===== src/rtl/memory_write_queue_pkg.sv =====
// -----------------------------------------------------------------------------
// g76_memory_pkg
// Shared constants and types for the host-to-memory-manager write queue.
//   ADDR_WIDTH / DATA_WIDTH : default widths of the memory manager write port
//   write_entry_t           : one queued write {addr, data}
//   write_queue_state_t     : issue FSM states (IDLE -> ISSUE -> RETIRE)
// -----------------------------------------------------------------------------
package g76_memory_pkg;

    localparam int ADDR_WIDTH = 17;
    localparam int DATA_WIDTH = 8;

    typedef struct packed {
        logic [ADDR_WIDTH-1:0] addr;
        logic [DATA_WIDTH-1:0] data;
    } write_entry_t;

    typedef enum logic [1:0] {
        IDLE   = 2'd0,
        ISSUE  = 2'd1,
        RETIRE = 2'd2
    } write_queue_state_t;

endpackage


===== src/rtl/memory_write_queue_if.sv =====
// -----------------------------------------------------------------------------
// memory_write_queue_if
// Bundles the host write handshake, the memory manager write port and the
// queue status signals of memory_write_queue.
//   master : the environment (host + memory manager) side
//   slave  : the queue side
// -----------------------------------------------------------------------------
interface memory_write_queue_if #(
    parameter int  DEPTH      = 8,
    parameter int  ADDR_WIDTH = g76_memory_pkg::ADDR_WIDTH,
    parameter int  DATA_WIDTH = g76_memory_pkg::DATA_WIDTH,
    localparam int LVL_WIDTH  = $clog2(DEPTH) + 1
);

    logic                  hostWriteValid;
    logic [ADDR_WIDTH-1:0] hostWriteAddress;
    logic [DATA_WIDTH-1:0] hostWriteData;
    logic                  hostWriteReady;
    logic                  memoryWriteRequest;
    logic [ADDR_WIDTH-1:0] memoryWriteAddress;
    logic [DATA_WIDTH-1:0] memoryWriteData;
    logic                  memoryWriteComplete;
    logic [LVL_WIDTH-1:0]  queueLevel;
    logic                  queueEmpty;

    modport master (
        output hostWriteValid, hostWriteAddress, hostWriteData, memoryWriteComplete,
        input  hostWriteReady, memoryWriteRequest, memoryWriteAddress, memoryWriteData,
        input  queueLevel, queueEmpty
    );

    modport slave (
        input  hostWriteValid, hostWriteAddress, hostWriteData, memoryWriteComplete,
        output hostWriteReady, memoryWriteRequest, memoryWriteAddress, memoryWriteData,
        output queueLevel, queueEmpty
    );

endinterface


===== src/rtl/memory_write_queue_fifo.sv =====
// -----------------------------------------------------------------------------
// write_queue_fifo
// Circular storage for queued writes: array, read/write pointers and level.
// Ports:
//   clock, reset       : system clock, synchronous active-high reset
//   push_i/push_entry_i: append one {addr, data} entry at the write pointer
//   pop_i              : drop the head entry
//   overwrite_i/overwrite_data_i/tail_addr_o : youngest-entry data overwrite
//                        and its address (only with WRITE_QUEUE_COALESCE_EN)
//   head_entry_o       : entry at the read pointer
//   level_o/full_o/empty_o : occupancy
// Optional feature macro: WRITE_QUEUE_COALESCE_EN
// -----------------------------------------------------------------------------
module write_queue_fifo
    import g76_memory_pkg::*;
#(
    parameter int  DEPTH       = 8,
    parameter int  ADDR_WIDTH  = g76_memory_pkg::ADDR_WIDTH,
    parameter int  DATA_WIDTH  = g76_memory_pkg::DATA_WIDTH,
    localparam int PTR_WIDTH   = $clog2(DEPTH),
    localparam int LVL_WIDTH   = PTR_WIDTH + 1,
    localparam int ENTRY_WIDTH = ADDR_WIDTH + DATA_WIDTH
) (
    input  logic                   clock,
    input  logic                   reset,
    input  logic                   push_i,
    input  logic [ENTRY_WIDTH-1:0] push_entry_i,
    input  logic                   pop_i,
`ifdef WRITE_QUEUE_COALESCE_EN
    input  logic                   overwrite_i,
    input  logic [DATA_WIDTH-1:0]  overwrite_data_i,
    output logic [ADDR_WIDTH-1:0]  tail_addr_o,
`endif
    output logic [ENTRY_WIDTH-1:0] head_entry_o,
    output logic [LVL_WIDTH-1:0]   level_o,
    output logic                   full_o,
    output logic                   empty_o
);

    logic [ENTRY_WIDTH-1:0] mem_q [DEPTH];
    logic [PTR_WIDTH-1:0]   wp_q, wp_d;
    logic [PTR_WIDTH-1:0]   rp_q, rp_d;
    logic [LVL_WIDTH-1:0]   level_q, level_d;

`ifdef WRITE_QUEUE_COALESCE_EN
    logic [PTR_WIDTH-1:0]   tail_idx_s;

    // Youngest entry sits one slot behind the write pointer (wraps naturally).
    always_comb begin
        tail_idx_s = wp_q - PTR_WIDTH'(1);
    end

    assign tail_addr_o = mem_q[tail_idx_s][ENTRY_WIDTH-1:DATA_WIDTH];
`endif

    // Next pointers and level; DEPTH is a power of two so pointers wrap for free.
    always_comb begin
        wp_d    = wp_q;
        rp_d    = rp_q;
        level_d = level_q;
        if (push_i) begin
            wp_d = wp_q + PTR_WIDTH'(1);
        end else begin
            wp_d = wp_q;
        end
        if (pop_i) begin
            rp_d = rp_q + PTR_WIDTH'(1);
        end else begin
            rp_d = rp_q;
        end
        case ({push_i, pop_i})
            2'b10:   level_d = level_q + LVL_WIDTH'(1);
            2'b01:   level_d = level_q - LVL_WIDTH'(1);
            default: level_d = level_q;
        endcase
    end

    // Pointer and level registers.
    always_ff @(posedge clock) begin
        if (reset) begin
            wp_q    <= '0;
            rp_q    <= '0;
            level_q <= '0;
        end else begin
            wp_q    <= wp_d;
            rp_q    <= rp_d;
            level_q <= level_d;
        end
    end

    // Entry storage; contents are don't-care until pushed, so no reset.
    always_ff @(posedge clock) begin
        if (push_i) begin
            mem_q[wp_q] <= push_entry_i;
        end
`ifdef WRITE_QUEUE_COALESCE_EN
        else if (overwrite_i) begin
            mem_q[tail_idx_s][DATA_WIDTH-1:0] <= overwrite_data_i;
        end
`endif
    end

    assign head_entry_o = mem_q[rp_q];
    assign level_o      = level_q;
    assign full_o       = (level_q == LVL_WIDTH'(DEPTH));
    assign empty_o      = (level_q == LVL_WIDTH'(0));

endmodule


===== src/rtl/memory_write_queue.sv =====
// -----------------------------------------------------------------------------
// memory_write_queue
// Buffers host byte writes and issues them one at a time to the memory
// manager write port (request held until a one-cycle complete pulse).
// Ports:
//   clock : system clock, all logic on posedge
//   reset : synchronous, active-high; flushes the queue and drops the request
//   bus   : memory_write_queue_if.slave
//           host side   hostWriteValid/Address/Data in, hostWriteReady out
//           memory side memoryWriteRequest/Address/Data out,
//                       memoryWriteComplete in
//           status      queueLevel, queueEmpty
// Optional feature macro: WRITE_QUEUE_COALESCE_EN -- a push to the address of
// the youngest queued entry (not the in-flight head) overwrites its data.
// -----------------------------------------------------------------------------
module memory_write_queue
    import g76_memory_pkg::*;
#(
    parameter int  DEPTH       = 8,
    parameter int  ADDR_WIDTH  = g76_memory_pkg::ADDR_WIDTH,
    parameter int  DATA_WIDTH  = g76_memory_pkg::DATA_WIDTH,
    localparam int LVL_WIDTH   = $clog2(DEPTH) + 1,
    localparam int ENTRY_WIDTH = ADDR_WIDTH + DATA_WIDTH
) (
    input logic             clock,
    input logic             reset,
    memory_write_queue_if.slave bus
);

    write_queue_state_t     state_q, state_d;
    logic                   req_q, req_d;
    logic [ADDR_WIDTH-1:0]  addr_q, addr_d;
    logic [DATA_WIDTH-1:0]  data_q, data_d;

    logic [ENTRY_WIDTH-1:0] head_entry_s;
    logic [LVL_WIDTH-1:0]   level_s;
    logic                   full_s;
    logic                   empty_s;
    logic                   ready_s;
    logic                   push_s;
    logic                   pop_s;

`ifdef WRITE_QUEUE_COALESCE_EN
    logic                   coalesce_hit_s;
    logic                   overwrite_s;
    logic [ADDR_WIDTH-1:0]  tail_addr_s;
`endif

    write_queue_fifo #(
        .DEPTH      (DEPTH),
        .ADDR_WIDTH (ADDR_WIDTH),
        .DATA_WIDTH (DATA_WIDTH)
    ) u_fifo (
        .clock            (clock),
        .reset            (reset),
        .push_i           (push_s),
        .push_entry_i     ({bus.hostWriteAddress, bus.hostWriteData}),
        .pop_i            (pop_s),
`ifdef WRITE_QUEUE_COALESCE_EN
        .overwrite_i      (overwrite_s),
        .overwrite_data_i (bus.hostWriteData),
        .tail_addr_o      (tail_addr_s),
`endif
        .head_entry_o     (head_entry_s),
        .level_o          (level_s),
        .full_o           (full_s),
        .empty_o          (empty_s)
    );

    // Host acceptance: ready depends only on the level register, so a pop in
    // the same cycle never frees a slot for a push into a full queue.
    always_comb begin
`ifdef WRITE_QUEUE_COALESCE_EN
        // With a single entry the youngest is the head, which is being issued
        // (IDLE latches it on this very edge), so it must not be modified.
        coalesce_hit_s = (level_s > LVL_WIDTH'(1)) &&
                         (tail_addr_s == bus.hostWriteAddress);
        ready_s        = !full_s || coalesce_hit_s;
        overwrite_s    = bus.hostWriteValid && coalesce_hit_s;
        push_s         = bus.hostWriteValid && !coalesce_hit_s && !full_s;
`else
        ready_s        = !full_s;
        push_s         = bus.hostWriteValid && ready_s;
`endif
    end

    // Issue FSM: latch head and raise request, wait for complete, then pop.
    always_comb begin
        state_d = state_q;
        req_d   = req_q;
        addr_d  = addr_q;
        data_d  = data_q;
        pop_s   = 1'b0;
        case (state_q)
            IDLE: begin
                if (!empty_s) begin
                    addr_d  = head_entry_s[ENTRY_WIDTH-1:DATA_WIDTH];
                    data_d  = head_entry_s[DATA_WIDTH-1:0];
                    req_d   = 1'b1;
                    state_d = ISSUE;
                end else begin
                    state_d = IDLE;
                end
            end
            ISSUE: begin
                if (bus.memoryWriteComplete) begin
                    req_d   = 1'b0;
                    state_d = RETIRE;
                end else begin
                    state_d = ISSUE;
                end
            end
            RETIRE: begin
                pop_s   = 1'b1;
                state_d = IDLE;
            end
            default: begin
                req_d   = 1'b0;
                state_d = IDLE;
            end
        endcase
    end

    // FSM state and registered memory-port outputs.
    always_ff @(posedge clock) begin
        if (reset) begin
            state_q <= IDLE;
            req_q   <= 1'b0;
            addr_q  <= '0;
            data_q  <= '0;
        end else begin
            state_q <= state_d;
            req_q   <= req_d;
            addr_q  <= addr_d;
            data_q  <= data_d;
        end
    end

    assign bus.hostWriteReady     = ready_s;
    assign bus.memoryWriteRequest = req_q;
    assign bus.memoryWriteAddress = addr_q;
    assign bus.memoryWriteData    = data_q;
    assign bus.queueLevel         = level_s;
    assign bus.queueEmpty         = empty_s;

endmodule


===== src/flat_wrapper.sv =====
// flat-port wrapper written by rule: the top's interface ports become plain ports
module memory_write_queue_flat import g76_memory_pkg::*;
#(
    parameter int  DEPTH       = 8,
    parameter int  ADDR_WIDTH  = g76_memory_pkg::ADDR_WIDTH,
    parameter int  DATA_WIDTH  = g76_memory_pkg::DATA_WIDTH,
    localparam int LVL_WIDTH   = $clog2(DEPTH) + 1,
    localparam int ENTRY_WIDTH = ADDR_WIDTH + DATA_WIDTH
)
  (clock, reset, bus_hostWriteValid, bus_hostWriteAddress, bus_hostWriteData, bus_memoryWriteComplete, bus_hostWriteReady, bus_memoryWriteRequest, bus_memoryWriteAddress, bus_memoryWriteData, bus_queueLevel, bus_queueEmpty);
  memory_write_queue_if #(.DEPTH(DEPTH), .ADDR_WIDTH(ADDR_WIDTH), .DATA_WIDTH(DATA_WIDTH)) bus_i ();
  input logic clock;
  input logic reset;
  input wire logic [$bits(bus_i.hostWriteValid)-1:0] bus_hostWriteValid;
  input wire logic [$bits(bus_i.hostWriteAddress)-1:0] bus_hostWriteAddress;
  input wire logic [$bits(bus_i.hostWriteData)-1:0] bus_hostWriteData;
  input wire logic [$bits(bus_i.memoryWriteComplete)-1:0] bus_memoryWriteComplete;
  output wire logic [$bits(bus_i.hostWriteReady)-1:0] bus_hostWriteReady;
  output wire logic [$bits(bus_i.memoryWriteRequest)-1:0] bus_memoryWriteRequest;
  output wire logic [$bits(bus_i.memoryWriteAddress)-1:0] bus_memoryWriteAddress;
  output wire logic [$bits(bus_i.memoryWriteData)-1:0] bus_memoryWriteData;
  output wire logic [$bits(bus_i.queueLevel)-1:0] bus_queueLevel;
  output wire logic [$bits(bus_i.queueEmpty)-1:0] bus_queueEmpty;
  assign bus_i.hostWriteValid = bus_hostWriteValid;
  assign bus_i.hostWriteAddress = bus_hostWriteAddress;
  assign bus_i.hostWriteData = bus_hostWriteData;
  assign bus_i.memoryWriteComplete = bus_memoryWriteComplete;
  assign bus_hostWriteReady = bus_i.hostWriteReady;
  assign bus_memoryWriteRequest = bus_i.memoryWriteRequest;
  assign bus_memoryWriteAddress = bus_i.memoryWriteAddress;
  assign bus_memoryWriteData = bus_i.memoryWriteData;
  assign bus_queueLevel = bus_i.queueLevel;
  assign bus_queueEmpty = bus_i.queueEmpty;
  memory_write_queue #(.DEPTH(DEPTH), .ADDR_WIDTH(ADDR_WIDTH), .DATA_WIDTH(DATA_WIDTH)) u_core (.clock(clock), .reset(reset), .bus(bus_i));
endmodule

===== config.mk =====
export PLATFORM = sky130hd
export DESIGN_NAME = memory_write_queue_flat
export DESIGN_NICKNAME = d
export VERILOG_FILES = /design/src/rtl/memory_write_queue_pkg.sv /design/src/rtl/memory_write_queue_if.sv /design/src/rtl/memory_write_queue_fifo.sv /design/src/rtl/memory_write_queue.sv /design/src/flat_wrapper.sv
export SDC_FILE = /design/constraint.sdc
export NUM_CORES = 1
export LEC_CHECK = 0
export ABC_AREA = 1
export BUFFER_PORTS_ARGS = -buffer_cell sky130_fd_sc_hd__buf_2
export CAP_MARGIN = 20
export CELL_PAD_IN_SITES_DETAIL_PLACEMENT = 0
export CELL_PAD_IN_SITES_GLOBAL_PLACEMENT = 2
export CORE_ASPECT_RATIO = 0.6
export CORE_MARGIN = 2
export CORE_UTILIZATION = 41
export CTS_CLUSTER_DIAMETER = 80
export DETAILED_ROUTE_END_ITERATION = 10
export PLACE_DENSITY_LB_ADDON = 0.1
export RECOVER_POWER = 50
export SLEW_MARGIN = 20
export SYNTH_ARGS = -nofsm -noshare
export SYNTH_HDL_FRONTEND = slang
export SYNTH_SLANG_ARGS = --single-unit

===== constraint.sdc =====
create_clock -name clock -period 3.2 [get_ports clock]
set_input_delay 0.16 -clock clock [delete_from_list [all_inputs] [get_ports clock]]
set_output_delay 0.16 -clock clock [all_outputs]
set_load 0.05 [all_outputs]

# Yosys cells after proc, flatten, opt, wreduce, memory -nomap -nowiden
# Memory sizes are Yosys's and may differ from the RTL's. A register that Yosys moved wholly into a read port is not among the register bits.
# Cells that the tools add are included.
dict set report word_totals {
  output_inout_bits 32
  input_bits 29
  ram_bits 200
  memories 1
  regBits 13
  wordCells 36
}
# name words width read_ports rd_ports_with_merged_regs write_ports line_no
set mem_list {}
lappend mem_list {u_core.u_fifo.mem_q 8 25 1 1 1 memory_write_queue_fifo.sv:40} ;# logic [ENTRY_WIDTH-1:0] mem_q [DEPTH];
dict set report op_classes {
  n_addsub 4
  n_reduce_logical 7
  mux 10
  bitwise_logic 2
  n_eq_ne 7
}
# op count
set ops {}
lappend ops {{$pmux W4 S2} 1}
lappend ops {{$add A3 B1 Y3 const B} 2}
lappend ops {{$mux W1} 6}
lappend ops {{$add A4 B1 Y4 const B} 1}
lappend ops {{$eq A2 B1 Y1 const B} 2}
lappend ops {{$eq A2 B2 Y1 const B} 2}
lappend ops {{$eq A4 B4 Y1 const B} 1}
lappend ops {{$logic_not A4 Y1} 1}
lappend ops {{$ne A2 B2 Y1 const B} 2}
lappend ops {{$pmux W2 S2} 1}
lappend ops {{$sub A4 B1 Y4 const B} 1}
lappend ops {{$pmux W1 S3} 1}
lappend ops {{$reduce_and A3 Y1} 1}
lappend ops {{$logic_not A2 Y1} 1}
lappend ops {{$mux W2} 1}
lappend ops {{$not A1 Y1} 2}
lappend ops {{$reduce_and A2 Y1} 1}
lappend ops {{$reduce_bool A2 Y1} 1}
lappend ops {{$logic_and A1 B1 Y1} 1}
lappend ops {{$logic_not A1 Y1} 1}

# Depth between registers and ports, before layout
dict set report logic_depth {
  word_depth 5
  ltp_mapped 13
  mapped_depth_nobuf 13
}

# Cells and area by module
# Synthesis repeated with hierarchy kept, for this count alone.
dict set report hier_totals {
  hier_cells 834
  area_unflattened_um2 9749.4
}
# mod n_inst seq_area_each_um2 cells_per_inst area_per_inst_um2
set by_module_without_submodules {}
lappend by_module_without_submodules {write_queue_fifo 1 6266.0 652 8445.6}
lappend by_module_without_submodules {memory_write_queue 1 560.5 182 1303.8}

# Least setup slack after synthesis
# OpenSTA, ideal clock, no wires.
dict set report synth_path {
  path_kind {register to register}
  from {reg u_core.u_fifo.level_q[0] (netlist: u_core.u_fifo.level_o[0])}
  to {mem u_core.u_fifo.mem_q[1][0] in the netlist's numbering, enable pin}
  period_less_slack_ns 3.198
  t_required_ns 2.793
  stages_incl_launch_ff 7
  path_slack_ns 0.002
  arrival_ns 2.791
  path_cell_list {dfxtp_1 nor2_1 nand3_1 nand2_1 nor2_1 inv_1 nor2_1}
}
dict set report synth_between {
  elab_chain_cells 5
}
# element line_no
set synth_lines {}
lappend synth_lines {{start: declaration} memory_write_queue_fifo.sv:43} ;# logic [LVL_WIDTH-1:0] level_q, level_d;
lappend synth_lines {{start signal: assignment} memory_write_queue_fifo.sv:87} ;# level_q <= level_d;
lappend synth_lines {{$eq A4 B4 Y1} memory_write_queue_fifo.sv:105} ;# assign full_o = (level_q == LVL_WIDTH'(DEPTH));
lappend synth_lines {{$logic_not A1 Y1} memory_write_queue.sv:82} ;# ready_s = !full_s;
lappend synth_lines {{net bus_hostWriteReady} flat_wrapper.sv:18} ;# output wire logic [$bits(bus_i.hostWriteReady)-1:0] bus_hostWriteReady;
lappend synth_lines {{$logic_and A1 B1 Y1} memory_write_queue.sv:83} ;# push_s = bus.hostWriteValid && ready_s;
lappend synth_lines {{$mux W1} memory_write_queue_fifo.sv:93} ;# if (push_i) begin
lappend synth_lines {{$mux W1 (implied by the code)} memory_write_queue_fifo.sv:94} ;# mem_q[wp_q] <= push_entry_i;
lappend synth_lines {{end: declaration} memory_write_queue_fifo.sv:40}
# The timed path passes the listed nets, and every way through them passes these cells.

# Worst setup path in the final report
dict set report layout_path {
  from {reg u_core.u_fifo.level_q[0] (netlist: u_core.u_fifo.level_o[0])}
  to {reg u_core.u_fifo.level_q[2] (netlist: u_core.u_fifo.level_o[2])}
}
dict set report layout_between {
  elab_chain_cells 5
  word_cells_on_any_way 9
  classes_between {add/sub: 2; eq/ne: 3; mux: 1; reduce/logical: 3}
}
# element line_no
set layout_lines {}
lappend layout_lines {{$eq A4 B4 Y1} memory_write_queue_fifo.sv:105}
lappend layout_lines {{$logic_not A1 Y1} memory_write_queue.sv:82}
lappend layout_lines {{$logic_and A1 B1 Y1} memory_write_queue.sv:83}
lappend layout_lines {{$eq A2 B1 Y1 or $eq A2 B2 Y1 (tied branches)} memory_write_queue_fifo.sv:71} ;# case ({push_i, pop_i})
lappend layout_lines {{$pmux W4 S2 or $reduce_bool A2 Y1 (tied branches)} --}
# Several ways; a longest one is shown, not always the timed one.
# A chain may end at the register's enable or synchronous reset.

==> impl_metrics.tcl <==
set metrics [dict create \
    layout_common_cells "edfxtp_1, nor2_1, nand2_1, clkbuf_1" \
    cpMaxStageDelayCell "dfxtp_1" \
    cts_setup_buffers 0 \
    rows 43 \
    hpwlAfterDp_mm 12.54 \
    cts_resized 0 \
    cp.depth 12 \
    dr_wl_met3_microns 937 \
    gp_congestion 0.7414 \
    p_per_area_mw_per_mm2 712.5 \
    switching_share 0.3033 \
    p_leak_nw 3.937 \
    slowest_delay_ns 0.35 \
    cp_num_buf_inv 2 \
    cts_tree "built" \
    holdBufCountCts 26 \
    grt_antenna_before_repair 0 \
    netlist_top_cells_area "edfxtp_1, dfxtp_1, nor2_1" \
    area_growth_pct 16.37 \
    drv_cap 0 \
    fin_crit_sh 0.6656 \
    drive_gt1_frac 0.07854 \
    syn_area_sq_mm 0.009513 \
    pre_cts_ws_ns 1.125 \
    port_buffers 60 \
    nNetsFinal 921 \
    cp_top_family "simple AND/OR/NAND/NOR gates" \
    grt_start_max_net_pins 63 \
    ys_seq_elements 238 \
    drc 0 \
    avgViaCountPerCell 5.007 \
    ys_types 27 \
    core_area_sq_mm 0.02292 \
    relSlewSlack 0.3530 \
    synth-adder-area-share 0.006576 \
    r2r_cells 12 \
    finalHoldViolations 0 \
    synth_mux_area_frac 0 \
    start_util 0.4151 \
    grt_pass1_vias 6101 \
    cts_buffer_depth 3 \
    htreeDepth 1 \
    switchingPower_mw 2.392 \
    combinationalPowerShare 0.187 \
    syn_inst 802 \
    synthesis.nets 836 \
    synth_xor_area_frac 0.002762 \
    min_path_type "input pin to flip-flop" \
    clk_latency_ns 0.51 \
    die_area_sq_mm 0.02448 \
    setup_viol 0 \
    drt-met1-wl_mm 11.18 \
    synth-compound-area-share 0.1072 \
    clockRootBuffer "clkbuf_16" \
    gr-total-overflow 0 \
    slew_violations 0 \
    total_power_mw 7.888 \
    yosysTopAreaCell "edfxtp_1" \
    cts.sink_count 238 \
    totalWireLength_mm 22.10 \
    ir_drop_v 0.0003020 \
    clock_skew_ns 0.01198 \
    place_inst 1150 \
    period_minus_slack_ns 2.130 \
    internal_power_mw 5.495 \
    setup_ws_ns 1.070 \
    top_layer "met4" \
    min_path_cells 4 \
    clk_pin_slew_ns 0.06 \
    ys.warnings.count 0 \
    synth_top_family_by_area "simple AND/OR/NAND/NOR gates" \
    fmax_mhz 469.5 \
    mostFrequentLayoutCell "edfxtp_1" \
    die_h_microns 122.0 \
    worstPathMaxFanout 8 \
    crit_path_cell_trace "nor2_1 -> nand3_1 -> nand2_1 -> ha_1 -> nand2_1 -> inv_1 -> nor2_1 -> ha_1 -> a21oi_1 -> xnor2_1 -> o21ai_0 -> inv_1" \
    fp.dieW_microns 200.6 \
    numCtsBuffers 24 \
    ys_seq_area_frac 0.7113 \
    dr.pass1.iters 5 \
    whs_ns 0.1020 \
    stdcell_count 1219 \
    status "complete, no violations" \
    path_class "flip-flop to flip-flop" \
    diodes 0 \
    post-synth-top-area-fraction 0.6313 \
    cp.arrival_ns 2.54 \
    grt_first_pass_wirelength_mm 35.10 \
    syn_area_per_cell_sq_um 11.86 \
    clkPwrFrac 0.340 \
    route.met2.wl_mm 9.641 \
    num_vias 6104 \
    drt-wirelength-per-cell_microns 18.13 \
    grtUsageTotal 0.1852 \
    drt_iter0_drc 396 \
    rsz0062_at_grt "no" \
    ant_nets 0 \
    n_fill_cell 2154 \
    crit_required_ns 3.61 \
    synthSimpleGateAreaFrac 0.1193 \
    tightest_slew_ns 0.9691 \
    crit_path_end_kind "flip-flop" \
    setup_tns_ns 0 \
    io_pins 61 \
    p_seq_frac 0.473 \
    crit_path_start_kind "flip-flop" \
]
cell families after synthesis:
group / after synthesis
AO/OA/AOI/OAI: 168
XOR/XNOR: 3
adder cells (fa/ha/maj): 5
buffers and inverters: 107
flip-flops: 238
AND/OR/NAND/NOR: 281
flip-flops by register name, summed over array words and instances, names as in the netlist:
register / flops
u_core.bus.memoryWriteData: 8
u_core.u_fifo.rp_q: 3
u_core.u_fifo.wp_q: 3
u_core.u_fifo.mem_q: 200
u_core.u_fifo.level_o: 4
u_core.bus.memoryWriteAddress: 17
u_core.bus.memoryWriteRequest: 1
u_core.state_q: 2
power by group through the flow:
stage / combinational, mW / clock (mW) / sequential [mW]
finish: 1.48 / 2.68 / 3.73
global route: 1.62 / 2.88 / 3.76
CTS: 1.54 / 2.75 / 3.73
detailed placement: 1.52 / 0 / 3.79
global placement: 1.51 / 0 / 3.78
floorplan: 0.656 / 0 / 4.24
cell type report:
cell class / count / area [sq um] / area share
Sequential cell: 238 / 6770 / 0.6116
Inverter: 61 / 229.0 / 0.02068
Timing Repair Buffer: 105 / 673.1 / 0.06080
Multi-Input combinational cell: 457 / 2260 / 0.2041
Clock inverter: 10 / 68.82 / 0.006216
Tap cell: 315 / 394.1 / 0.03560
Clock buffer: 33 / 675.6 / 0.06103
worst reg2reg max path: cells and delay by family (launching register included):
family,cells,cell delay (ns)
compound gates,2,0.31
fa+ha+maj,2,0.43
simple gates,5,0.69
buf+inv,2,0.14
xor+xnor,1,0.10
flops,1,0.35
per-stage QoR:
stage	area (sq um)	utilization
floorplan	9513	-
detailed placement	10140	0.4423
CTS	11140	0.4861
global placement	10140	0.4423
global route	11070	0.4830
finish	11070	0.4830
metal layers:
metal  global-route usage  vias to the layer above
met2               0.2862                      118
li1                     -                     2977
met5                    0                        -
met4              0.03889                        0
met1               0.2781                     2981
met3              0.02836                       28
synthesized netlist by cell type:
library cell and count:
buf_2 24, clkbuf_2 3, xor2_1 1, edfxtp_1 200
o21ai_2 1, clkinv_1 1, xnor2_1 2, buf_1 2
buf_4 6, a21oi_2 2, clkbuf_1 5, nand3_1 57
o21ai_0 41, buf_6 6, nor3_1 1, ha_1 5
dfxtp_1 38, nand3b_1 1, nor3b_1 1, a21oi_1 32
nor2_1 137, inv_1 57, o211ai_1 42, o21ai_1 25
o21bai_1 25, inv_2 3, nand2_1 84
path summary, 6_finish.rpt:
check	startpoint	end	slack [ns]
worst min-delay path	bus_hostWriteValid	u_core.u_fifo.wp_q[0]	0.10
worst max register to register	u_core.u_fifo.level_o[0]	u_core.u_fifo.level_o[2]	1.07
worst min register to register	u_core.bus.memoryWriteRequest	u_core.bus.memoryWriteRequest	0.46
worst max-delay path	u_core.u_fifo.level_o[0]	u_core.u_fifo.level_o[2]	1.07
Note: power is estimated with default switching activity, not from simulation.
